### config.mk
export PLATFORM = sky130hd
export DESIGN_NAME = axi_lite_slave_regs_flat
export DESIGN_NICKNAME = d
export VERILOG_FILES = /design/src/rtl/axi_lite_slave_regs_if.sv /design/src/rtl/axi_lite_slave_regs.sv /design/src/flat_wrapper.sv
export SDC_FILE = /design/constraint.sdc
export NUM_CORES = 1
export LEC_CHECK = 0
export CAP_MARGIN = 25
export CORE_ASPECT_RATIO = 0.5
export CORE_MARGIN = 3
export CORE_UTILIZATION = 50
export DETAILED_ROUTE_END_ITERATION = 10
export PLACE_DENSITY = 0.84
export SLEW_MARGIN = 10
export SYNTH_ARGS = -nofsm -noshare
export SYNTH_HDL_FRONTEND = slang
export SYNTH_SLANG_ARGS = --single-unit
### constraint.sdc
create_clock -name ACLK -period 6.2 [get_ports ACLK]
set_input_delay 1.24 -clock ACLK [delete_from_list [all_inputs] [get_ports ACLK]]
set_output_delay 1.24 -clock ACLK [all_outputs]
set_load 0.005 [all_outputs]
### src/rtl/axi_lite_slave_regs_if.sv
// AXI-Lite bus bundle between a master and the register-bank responder.
// Five channels: write address, write data, write response, read address, read data.
interface axi_lite_slave_regs_if #(
    parameter int ADDR_WIDTH = 32,
    parameter int DATA_WIDTH = 32
);
    logic [ADDR_WIDTH-1:0] AWADDR;
    logic                  AWVALID;
    logic                  AWREADY;
    logic [DATA_WIDTH-1:0] WDATA;
    logic                  WVALID;
    logic                  WREADY;
    logic [1:0]            BRESP;
    logic                  BVALID;
    logic                  BREADY;
    logic [ADDR_WIDTH-1:0] ARADDR;
    logic                  ARVALID;
    logic                  ARREADY;
    logic [DATA_WIDTH-1:0] RDATA;
    logic [1:0]            RRESP;
    logic                  RVALID;
    logic                  RREADY;

    modport master (
        output AWADDR, AWVALID, WDATA, WVALID, BREADY, ARADDR, ARVALID, RREADY,
        input  AWREADY, WREADY, BRESP, BVALID, ARREADY, RDATA, RRESP, RVALID
    );

    modport slave (
        input  AWADDR, AWVALID, WDATA, WVALID, BREADY, ARADDR, ARVALID, RREADY,
        output AWREADY, WREADY, BRESP, BVALID, ARREADY, RDATA, RRESP, RVALID
    );
endinterface

### src/rtl/axi_lite_slave_regs.sv
// AXI-Lite register bank: register 0 is a read-only ID, the rest are read/write.
// Contents are exported flat; every committed good write pulses wr_strobe.
module axi_lite_slave_regs #(
    parameter int                    ADDR_WIDTH = 32,
    parameter int                    DATA_WIDTH = 32,
    parameter int                    NUM_REGS   = 16,
    parameter logic [DATA_WIDTH-1:0] ID_VALUE   = 32'hA11E_0001
) (
    input  logic                           ACLK,
    input  logic                           ARESETn,
    axi_lite_slave_regs_if.slave           bus,
    output logic [NUM_REGS*DATA_WIDTH-1:0] reg_q,
    output logic                           wr_strobe,
    output logic [$clog2(NUM_REGS)-1:0]    wr_idx
);
    localparam int                  IDX_W       = $clog2(NUM_REGS);
    localparam logic [ADDR_WIDTH:0] ADDR_LIMIT  = (ADDR_WIDTH + 1)'(NUM_REGS * 4);
    localparam logic [1:0]          RESP_OKAY   = 2'b00;
    localparam logic [1:0]          RESP_SLVERR = 2'b10;

    logic [DATA_WIDTH-1:0] regs [NUM_REGS];

    logic                  aw_held;
    logic                  w_held;
    logic [ADDR_WIDTH-1:0] aw_addr;
    logic [DATA_WIDTH-1:0] w_data;
    logic                  bvalid;
    logic [1:0]            bresp;

    logic                  rvalid;
    logic [1:0]            rresp;
    logic [DATA_WIDTH-1:0] rdata;

    logic                  aw_ready;
    logic                  w_ready;
    logic                  ar_ready;
    logic                  commit;
    logic                  write_ok;
    logic [IDX_W-1:0]      aw_idx;
    logic [IDX_W-1:0]      ar_idx;

    function automatic logic addr_in_range(input logic [ADDR_WIDTH-1:0] addr);
        return {1'b0, addr} < ADDR_LIMIT;
    endfunction

    assign aw_ready = !aw_held && !bvalid;
    assign w_ready  = !w_held && !bvalid;
    assign ar_ready = !rvalid;

    assign aw_idx   = aw_addr[2 +: IDX_W];
    assign ar_idx   = bus.ARADDR[2 +: IDX_W];
    assign commit   = aw_held && w_held;
    // Index 0 is the ID register, so a write there is refused like a decode error.
    assign write_ok = addr_in_range(aw_addr) && (aw_idx != '0);

    assign bus.AWREADY = aw_ready;
    assign bus.WREADY  = w_ready;
    assign bus.BVALID  = bvalid;
    assign bus.BRESP   = bresp;
    assign bus.ARREADY = ar_ready;
    assign bus.RVALID  = rvalid;
    assign bus.RRESP   = rresp;
    assign bus.RDATA   = rdata;

    always_ff @(posedge ACLK or negedge ARESETn) begin
        if (!ARESETn) begin
            aw_held   <= 1'b0;
            w_held    <= 1'b0;
            aw_addr   <= '0;
            w_data    <= '0;
            bvalid    <= 1'b0;
            bresp     <= RESP_OKAY;
            wr_strobe <= 1'b0;
            wr_idx    <= '0;
            for (int i = 0; i < NUM_REGS; i++) begin
                regs[i] <= '0;
            end
        end else begin
            wr_strobe <= 1'b0;

            if (bus.AWVALID && aw_ready) begin
                aw_held <= 1'b1;
                aw_addr <= bus.AWADDR;
            end
            if (bus.WVALID && w_ready) begin
                w_held <= 1'b1;
                w_data <= bus.WDATA;
            end

            if (commit) begin
                aw_held <= 1'b0;
                w_held  <= 1'b0;
                bvalid  <= 1'b1;
                if (write_ok) begin
                    regs[aw_idx] <= w_data;
                    bresp        <= RESP_OKAY;
                    wr_strobe    <= 1'b1;
                    wr_idx       <= aw_idx;
                end else begin
                    bresp <= RESP_SLVERR;
                end
            end else if (bvalid && bus.BREADY) begin
                bvalid <= 1'b0;
            end
        end
    end

    // Reads sample regs before any same-edge commit lands, returning the old value.
    always_ff @(posedge ACLK or negedge ARESETn) begin
        if (!ARESETn) begin
            rvalid <= 1'b0;
            rresp  <= RESP_OKAY;
            rdata  <= '0;
        end else if (rvalid) begin
            if (bus.RREADY) begin
                rvalid <= 1'b0;
            end
        end else if (bus.ARVALID) begin
            rvalid <= 1'b1;
            if (!addr_in_range(bus.ARADDR)) begin
                rdata <= '0;
                rresp <= RESP_SLVERR;
            end else if (ar_idx == '0) begin
                rdata <= ID_VALUE;
                rresp <= RESP_OKAY;
            end else begin
                rdata <= regs[ar_idx];
                rresp <= RESP_OKAY;
            end
        end
    end

    always_comb begin
        reg_q = '0;
        for (int i = 0; i < NUM_REGS; i++) begin
            reg_q[i*DATA_WIDTH +: DATA_WIDTH] = (i == 0) ? ID_VALUE : regs[i];
        end
    end
endmodule

### src/flat_wrapper.sv
// flat-port wrapper written by rule: the top's interface ports become plain ports
module axi_lite_slave_regs_flat 
#(
    parameter int                    ADDR_WIDTH = 32,
    parameter int                    DATA_WIDTH = 32,
    parameter int                    NUM_REGS   = 16,
    parameter logic [DATA_WIDTH-1:0] ID_VALUE   = 32'hA11E_0001
)
  (ACLK, ARESETn, reg_q, wr_strobe, wr_idx, bus_AWADDR, bus_AWVALID, bus_WDATA, bus_WVALID, bus_BREADY, bus_ARADDR, bus_ARVALID, bus_RREADY, bus_AWREADY, bus_WREADY, bus_BRESP, bus_BVALID, bus_ARREADY, bus_RDATA, bus_RRESP, bus_RVALID);
  axi_lite_slave_regs_if #(.ADDR_WIDTH(ADDR_WIDTH), .DATA_WIDTH(DATA_WIDTH)) bus_i ();
  input  logic ACLK;
  input  logic ARESETn;
  output logic [NUM_REGS*DATA_WIDTH-1:0] reg_q;
  output logic wr_strobe;
  output logic [$clog2(NUM_REGS)-1:0] wr_idx;
  input wire logic [$bits(bus_i.AWADDR)-1:0] bus_AWADDR;
  input wire logic [$bits(bus_i.AWVALID)-1:0] bus_AWVALID;
  input wire logic [$bits(bus_i.WDATA)-1:0] bus_WDATA;
  input wire logic [$bits(bus_i.WVALID)-1:0] bus_WVALID;
  input wire logic [$bits(bus_i.BREADY)-1:0] bus_BREADY;
  input wire logic [$bits(bus_i.ARADDR)-1:0] bus_ARADDR;
  input wire logic [$bits(bus_i.ARVALID)-1:0] bus_ARVALID;
  input wire logic [$bits(bus_i.RREADY)-1:0] bus_RREADY;
  output wire logic [$bits(bus_i.AWREADY)-1:0] bus_AWREADY;
  output wire logic [$bits(bus_i.WREADY)-1:0] bus_WREADY;
  output wire logic [$bits(bus_i.BRESP)-1:0] bus_BRESP;
  output wire logic [$bits(bus_i.BVALID)-1:0] bus_BVALID;
  output wire logic [$bits(bus_i.ARREADY)-1:0] bus_ARREADY;
  output wire logic [$bits(bus_i.RDATA)-1:0] bus_RDATA;
  output wire logic [$bits(bus_i.RRESP)-1:0] bus_RRESP;
  output wire logic [$bits(bus_i.RVALID)-1:0] bus_RVALID;
  assign bus_i.AWADDR = bus_AWADDR;
  assign bus_i.AWVALID = bus_AWVALID;
  assign bus_i.WDATA = bus_WDATA;
  assign bus_i.WVALID = bus_WVALID;
  assign bus_i.BREADY = bus_BREADY;
  assign bus_i.ARADDR = bus_ARADDR;
  assign bus_i.ARVALID = bus_ARVALID;
  assign bus_i.RREADY = bus_RREADY;
  assign bus_AWREADY = bus_i.AWREADY;
  assign bus_WREADY = bus_i.WREADY;
  assign bus_BRESP = bus_i.BRESP;
  assign bus_BVALID = bus_i.BVALID;
  assign bus_ARREADY = bus_i.ARREADY;
  assign bus_RDATA = bus_i.RDATA;
  assign bus_RRESP = bus_i.RRESP;
  assign bus_RVALID = bus_i.RVALID;
  axi_lite_slave_regs #(.ADDR_WIDTH(ADDR_WIDTH), .DATA_WIDTH(DATA_WIDTH), .NUM_REGS(NUM_REGS), .ID_VALUE(ID_VALUE)) u_core (.ACLK(ACLK), .ARESETn(ARESETn), .bus(bus_i), .reg_q(reg_q), .wr_strobe(wr_strobe), .wr_idx(wr_idx));
endmodule
==> parameters.txt, run 1 <==
Parameter                              Value

Synth
  Post-synthesis cell count    roughly 2200
  Top flip-flop cell by instance count after synthesis    sky130_fd_sc_hd__dfrtp_1
  Number of enable-type register cells in the synthesized netlist    0
  Area of the mapped netlist    30800 sq um
  Total of flip-flops plus latches after synthesis    slightly above 600
  Post-synthesis sequential area ratio    between 40% and 50%
  Syn. warnings    0
  Mean instance size in the synthesized netlist    approximately 14 sq um
  Ys async rst share    100%
  Count of cell types in the netlist    43

Place
  Hpwl dp    65100 microns
  Routability-driven placement congestion ratio    a little over 0.9
  Count of port buffers added during placement    approximately 620

Critical path
  Arrival @ worst endpoint    between 4 and 5 ns
  Largest fanout on the critical path    13
  Number of stages on the worst setup path    6
  Worst Setup End Kind    register
  Slowest library cell on the worst path    sky130_fd_sc_hd__or4_1
  Cell-by-cell trace of the critical path    clkdlybuf4s50_1 > nor4b_1 > nand4_1 > or4_1 > buf_4 > o221ai_1
  Depth of the worst register-to-register path    6
  CP required    6.67 ns
  Max stage delay on crit path    0.99 ns
  Critical setup path kind    in -> reg
  Worst path bufs/invs    2
  Crit start category    primary input
  Family with the most delay on the worst path    simple AND/OR/NAND/NOR gates

Worst hold path
  Worst hold path type    reg -> reg
  Worst hold path depth    0

Drt
  First DRT Iteration DRCs    around 1700
  Detailed Route WL    ~95000 microns
  Antenna viol nets, final    0
  DRC violations left    0
  Count of TritonRoute iterations in the first routing pass    5
  Via total after detailed routing    18700
  Wire length per cell after detailed routing    29.9 microns
  Vias per Instance    5.87

CTS
  Bufs on Longest Clock Path    3
  CTS Buf Count    56
  Total of cells resized after clock tree synthesis    0
  Clock H-tree levels    2
  Hold buffer count at CTS    0
  CTS tree    yes
  Post-CTS setup repair buffer count    0
  Library cell used as clock root buffer    sky130_fd_sc_hd__clkbuf_16
  Num Clock Sinks    between 600 and 700
  CTS clock-pin slew for the worst setup and hold paths    around 0.070 ns
  Source-to-sink clock delay at the later pin of the worst-skew pair    ~0.6 ns

STA
  Worst clock skew    approximately 0.038 ns
  Final cycle utilization of the critical path    59.9%
  Setup TNS Final    0 ns
  Max-slew headroom at the worst pin    between 20% and 30%
  Setup repair after global routing missed its margin    no
  Final-layout worst hold slack    0.376 ns
  Final number of setup-violating endpoints    0
  Max Clk Rate    roughly 270 MHz
  Count of endpoints failing hold in the final timing report    0
  Number of pins exceeding their max-slew limit in the final report    0
  Time the final worst path needs with I/O delays and setup    roughly 3.7 ns
  Least-Margin Pin Slew    approximately 1.1 ns

Finish
  Final design utilization    ~60%
  Growth of design area from synthesis to finish    16.7%
  Layout cell share with drive strength beyond 1    ~30%
  Layout filler cell count    4554
  Net total in the final layout    between 2000 and 2500

Job
  Max cap viols    0

Die
  Die outline width    roughly 360 microns
  Die area    around 65000 sq um
  Core area    around 60000 sq um
  Effective utilization at floorplan    between 50% and 60%
  Cell row count    63
  Height of the die    approximately 180 microns
  Top-Level Pins    between 600 and 700

Global routing
  Antenna violations before repair    9
  First-pass GRT wire length    between 100000 and 150000 microns
  Pin count of the biggest net entering global routing    162
  GR Util All Layers    28.8%
  Overflow after GRT    0
  Via count of the first global-routing pass    between 15000 and 20000

Power
  P per Cell Area    255 nW/um^2
  Max VDD drop    around 230 uV
  Static power due to leakage    between 15 and 20 nW

Status
  Result of the run    finished, final reports clean
==> area by class of cell <==
class	count	area, sq um	share of cell area (%)
antenna	7	17.5	0.0488
clock buffer	84	1730	4.81
clock inverter	17	131	0.366
inverter	5	18.8	0.0523
multi-input combinational	972	11000	30.7
sequential	611	15300	42.6
tap	812	1020	2.83
timing repair buffer	668	6700	18.6
==> metrics by stage <==
step	cell area (sq um)	total power (W)	setup slack [ns]	std cells
5_1_grt	35900	0.00947	2.46	3176
6_report	35900	0.00916	2.49	3176
3_3_place_gp	34000	0.00563	1.99	3064
3_5_place_dp	34000	0.00568	2.00	3067
4_1_cts	35900	0.00917	2.60	3168
2_1_floorplan	30900	0.00520	3.05	2266
==> registers in the layout, indices dropped and copies added, names as in the netlist <==
signal             count
u_core.aw_addr        30
u_core.aw_held         1
u_core.bus.BRESP       1
u_core.bus.BVALID      1
u_core.bus.RDATA      32
u_core.bus.RRESP       1
u_core.bus.RVALID      1
u_core.reg_q         480
u_core.regs           26
u_core.w_data         32
u_core.w_held          1
u_core.wr_idx          4
u_core.wr_strobe       1
==> report_power, final <==
part	total [W]	switching [W]	internal [W]
clock	0.00351	0.00155	0.00197
combinational	0.000866	0.000462	0.000404
sequential	0.00478	0.000579	0.00420
total	0.00916	0.00259	0.00657
==> synthesized netlist by cell type, types with 2 or more instances <==
| master | instances | area [sq um] |
|---|---|---|
| sky130_fd_sc_hd__a32o_1 | 2 | 20.0 |
| sky130_fd_sc_hd__inv_1 | 4 | 15.0 |
| sky130_fd_sc_hd__a21oi_1 | 8 | 40.0 |
| sky130_fd_sc_hd__o221ai_1 | 13 | 114 |
| sky130_fd_sc_hd__mux2_2 | 423 | 4760 |
| sky130_fd_sc_hd__a211oi_1 | 2 | 15.0 |
| sky130_fd_sc_hd__nor4_4 | 9 | 191 |
| sky130_fd_sc_hd__conb_1 | 2 | 7.51 |
| sky130_fd_sc_hd__or2_2 | 2 | 12.5 |
| sky130_fd_sc_hd__nand2_1 | 36 | 135 |
| sky130_fd_sc_hd__clkbuf_1 | 54 | 203 |
| sky130_fd_sc_hd__buf_2 | 31 | 155 |
| sky130_fd_sc_hd__buf_1 | 45 | 169 |
| sky130_fd_sc_hd__nor4_2 | 9 | 113 |
| sky130_fd_sc_hd__a22oi_1 | 13 | 97.6 |
| sky130_fd_sc_hd__o21ai_0 | 13 | 65.1 |
| sky130_fd_sc_hd__mux2i_1 | 82 | 821 |
| sky130_fd_sc_hd__and2_1 | 2 | 12.5 |
| sky130_fd_sc_hd__a221oi_1 | 26 | 228 |
| sky130_fd_sc_hd__nor4_1 | 9 | 56.3 |
| sky130_fd_sc_hd__nor2_1 | 19 | 71.3 |
| sky130_fd_sc_hd__mux2_1 | 134 | 1510 |
| sky130_fd_sc_hd__nor3b_1 | 8 | 60.1 |
| sky130_fd_sc_hd__o2bb2ai_1 | 2 | 17.5 |
| sky130_fd_sc_hd__dfrtp_1 | 611 | 15300 |
| sky130_fd_sc_hd__buf_4 | 548 | 4110 |
| sky130_fd_sc_hd__a22o_1 | 6 | 52.6 |
| sky130_fd_sc_hd__nand3_1 | 2 | 10.0 |
| sky130_fd_sc_hd__or4_1 | 2 | 15.0 |
| sky130_fd_sc_hd__or3_1 | 2 | 12.5 |
| sky130_fd_sc_hd__nand2b_1 | 4 | 25.0 |
| sky130_fd_sc_hd__mux4_2 | 100 | 2250 |
==> final timing paths <==
path	startpoint	end	slack [ns]
max	bus_ARVALID	u_core.bus.RDATA[16]	2.49
min reg2reg	u_core.regs[507]	u_core.regs[507]	0.38
min in group asynchronous	ARESETn	u_core.reg_q[199]	0.65
max in group asynchronous	ARESETn	u_core.reg_q[47]	4.07
max reg2reg	u_core.aw_addr[19]	u_core.reg_q[188]	2.77
min	u_core.regs[507]	u_core.regs[507]	0.38
==> cells by family after synthesis <==
| logic type | after synthesis | share of synthesized area, % |
|---|---|---|
| AO/OA/AOI/OAI | 88 | 2.24 |
| flip-flops | 611 | 49.7 |
| other | 2 | 0.0244 |
| multiplexers | 739 | 30.4 |
| buffers and inverters | 683 | 15.1 |
| AND/OR/NAND/NOR | 111 | 2.52 |
==> layer usage <==
| layer | vias up | global-route usage, % | part of all wire [%] | wire length, microns |
|---|---|---|---|---|
| li1 | 7546 | - | - | - |
| met1 | 9946 | 36.1 | 38 | 36000 |
| met3 | 300 | 4.46 | 5.9 | 5590 |
| met5 | - | 0 | 0.014 | 13 |
| met4 | 2 | 16.3 | 6.8 | 6500 |
| met2 | 861 | 47.9 | 49 | 46800 |
==> layout by cell type (no fill, tap or decap), types with 34 or more instances in the layout <==
master                            synthesis  layout
sky130_fd_sc_hd__clkdlybuf4s50_1          0     618
sky130_fd_sc_hd__dfrtp_1                611     611
sky130_fd_sc_hd__mux2_2                 423     423
sky130_fd_sc_hd__mux2_1                 134     134
sky130_fd_sc_hd__mux4_2                 100     100
sky130_fd_sc_hd__mux2i_1                 82      82
sky130_fd_sc_hd__clkbuf_16                0      58
sky130_fd_sc_hd__buf_4                  548      37
sky130_fd_sc_hd__nand2_1                 36      35
sky130_fd_sc_hd__conb_1                   2      34
Power figures use the tool's default switching activity.
==> run 2, diff against run 1 <==
- CORE_UTILIZATION: 50 -> 47
- PLACE_DENSITY: 0.84 -> 0.83
- clock period: 6.2 -> 3.2 ns (I/O delays scaled with it)
==> parameters.txt, run 2 (synthesis results as in run 1) <==
Parameter                              Value

STA
  Setup repair after global routing missed its margin    no
  Worst clock skew    0.0247 ns
  Final cycle utilization of the critical path    86.7%
  Count of endpoints failing hold in the final timing report    0
  Number of pins exceeding their max-slew limit in the final report    0
  Max Clk Rate    ~360 MHz
  Least-Margin Pin Slew    roughly 0.90 ns
  Final number of setup-violating endpoints    0
  Time the final worst path needs with I/O delays and setup    2.77 ns
  Max-slew headroom at the worst pin    roughly 40%
  Setup TNS Final    0 ns

CTS
  Post-CTS setup repair buffer count    0
  Num Clock Sinks    roughly 610
  Library cell used as clock root buffer    sky130_fd_sc_hd__clkbuf_16
  Clock H-tree levels    2
  CTS tree    yes
  CTS Buf Count    56
  Source-to-sink clock delay at the later pin of the worst-skew pair    approximately 0.60 ns
  Hold buffer count at CTS    0
  Total of cells resized after clock tree synthesis    0
  Bufs on Longest Clock Path    3
  CTS clock-pin slew for the worst setup and hold paths    0.07 ns

Drt
  Wire length per cell after detailed routing    29.5 microns
  First DRT Iteration DRCs    roughly 1500
  Via total after detailed routing    between 15000 and 20000
  Antenna viol nets, final    0
  Amount of wire on met2 after detailed routing    approximately 47000 microns
  DRC violations left    0
  Highest metal layer with signal wires    met4
  Detailed Route WL    around 96000 microns
  Vias per Instance    approximately 5.7
  Met3 WL    5990 microns
  Count of TritonRoute iterations in the first routing pass    5
  M1 wire length    about 36000 microns

Global routing
  Pin count of the biggest net entering global routing    74
  GR Util All Layers    ~28%
  First-pass GRT wire length    140000 microns
  Antenna violations before repair    2
  Overflow after GRT    0
  Via count of the first global-routing pass    19600

Critical path
  Worst Setup End Kind    register
  Crit start category    register
  Arrival @ worst endpoint    approximately 3.3 ns
  Critical setup path kind    reg -> reg
  CP required    between 3 and 4 ns
  Largest fanout on the critical path    20

Place
  Hpwl dp    approximately 68000 microns
  Count of port buffers added during placement    approximately 620
  Routability-driven placement congestion ratio    0.909

Status
  Result of the run    finished, final reports clean

Job
  Max cap viols    0

Die
  Die outline width    368 microns
  Top-Level Pins    661
  Effective utilization at floorplan    approximately half
  Die area    between 60000 and 70000 sq um
  Cell row count    65
  Height of the die    about 190 microns
  Core area    approximately 64000 sq um

Worst hold path
  Worst hold path type    in -> async

Power
  Max VDD drop    roughly 390 uV
  P per Cell Area    between 400 and 500 nW/um^2
  Total power    0.0181 W
  Static power due to leakage    roughly 17 nW

Finish
  Number of flip-flops under the largest register name    480
  Most common library cell in the layout ignoring fill and taps    sky130_fd_sc_hd__clkdlybuf4s50_1
  Most used cells in the layout excluding fill and tap cells    618 x sky130_fd_sc_hd__clkdlybuf4s50_1, 611 x sky130_fd_sc_hd__dfrtp_1, 423 x sky130_fd_sc_hd__mux2_2, 134 x sky130_fd_sc_hd__mux2_1, 100 x sky130_fd_sc_hd__mux4_2
  Net total in the final layout    2451
  Layout cell share with drive strength beyond 1    between 30 and 40%
  Growth of design area from synthesis to finish    18.7%
run 2: cell count changes in the layout (fill, tap and decap cells not counted):
cell / before / now
sky130_fd_sc_hd__buf_12: 6 / 25
sky130_fd_sc_hd__buf_4: 37 / 56
sky130_fd_sc_hd__clkbuf_8: 18 / 19
sky130_fd_sc_hd__clkinv_4: 0 / 1
sky130_fd_sc_hd__clkinv_2: 12 / 11
sky130_fd_sc_hd__clkbuf_1: 8 / 6
sky130_fd_sc_hd__buf_6: 2 / 0
sky130_fd_sc_hd__bufinv_16: 1 / 4
sky130_fd_sc_hd__clkinvlp_4: 1 / 2
sky130_fd_sc_hd__inv_6: 2 / 1
sky130_fd_sc_hd__diode_2: 7 / 3
sky130_fd_sc_hd__buf_16: 2 / 0
run 2: path summary, 6_finish.rpt:
kind	startpoint	end	cells past startpoint	slack, ns
setup reg to reg	u_core.aw_addr[27]	u_core.reg_q[486]	6	0.43
hold / removal	ARESETn	u_core.reg_q[264]	1	0.02
min in group ACLK	u_core.regs[506]	u_core.regs[506]	0	0.37
hold reg to reg	u_core.regs[506]	u_core.regs[506]	0	0.37
setup / recovery	u_core.aw_addr[27]	u_core.reg_q[486]	6	0.43
max in group asynchronous	ARESETn	u_core.reg_q[415]	3	2.24
run 2: worst max-delay path, cell delays in order (launching register included):
cell                        delay, ns
sky130_fd_sc_hd__dfrtp_1         0.38
sky130_fd_sc_hd__nor4_2          0.53
sky130_fd_sc_hd__o2111ai_4       0.16
sky130_fd_sc_hd__buf_4           0.30
sky130_fd_sc_hd__nor4_4          0.37
sky130_fd_sc_hd__buf_4           0.50
sky130_fd_sc_hd__mux2_1          0.38
run 2: report_power, final:
group | switching [W] | leakage [nW] | internal [W]
sequential | 0.00115 | 8.39 | 0.00813
combinational | 0.000888 | 7.33 | 0.000832
clock | 0.00305 | 0.974 | 0.00407
total | 0.00509 | 16.7 | 0.0130
run 2: metrics by stage:
step / setup WS, ns / cell area [sq um] / hold slack (ns) / utilization [%] / cells
5_1_grt: 0.392 / 36500 / 0.0406 / 57.1 / 3264
4_1_cts: 0.461 / 36500 / 0.0232 / 57.1 / 3264
2_1_floorplan: 0.645 / 30900 / 0.344 / - / 2266
3_3_place_gp: 0.210 / 34600 / 0.361 / 54.1 / 3161
3_5_place_dp: 0.170 / 34600 / 0.363 / 54.1 / 3161
6_report: 0.426 / 36500 / 0.0205 / 57.1 / 3267
run 2: layer usage:
| layer | vias up | global-route usage (%) |
|---|---|---|
| li1 | 7622 | - |
| met1 | 9970 | 33.5 |
| met2 | 862 | 46.0 |
| met3 | 293 | 5.22 |
| met4 | 0 | 16.3 |
| met5 | - | 0 |
run 2: cell type report:
| type | count | area [sq um] |
|---|---|---|
| timing repair buffer | 702 | 7140 |
| clock buffer | 83 | 1740 |
| antenna | 3 | 7.51 |
| tap | 871 | 1090 |
| multi-input combinational | 972 | 11000 |
| clock inverter | 20 | 224 |
| inverter | 5 | 18.8 |
| sequential | 611 | 15300 |
| fill | 4968 | 27400 |
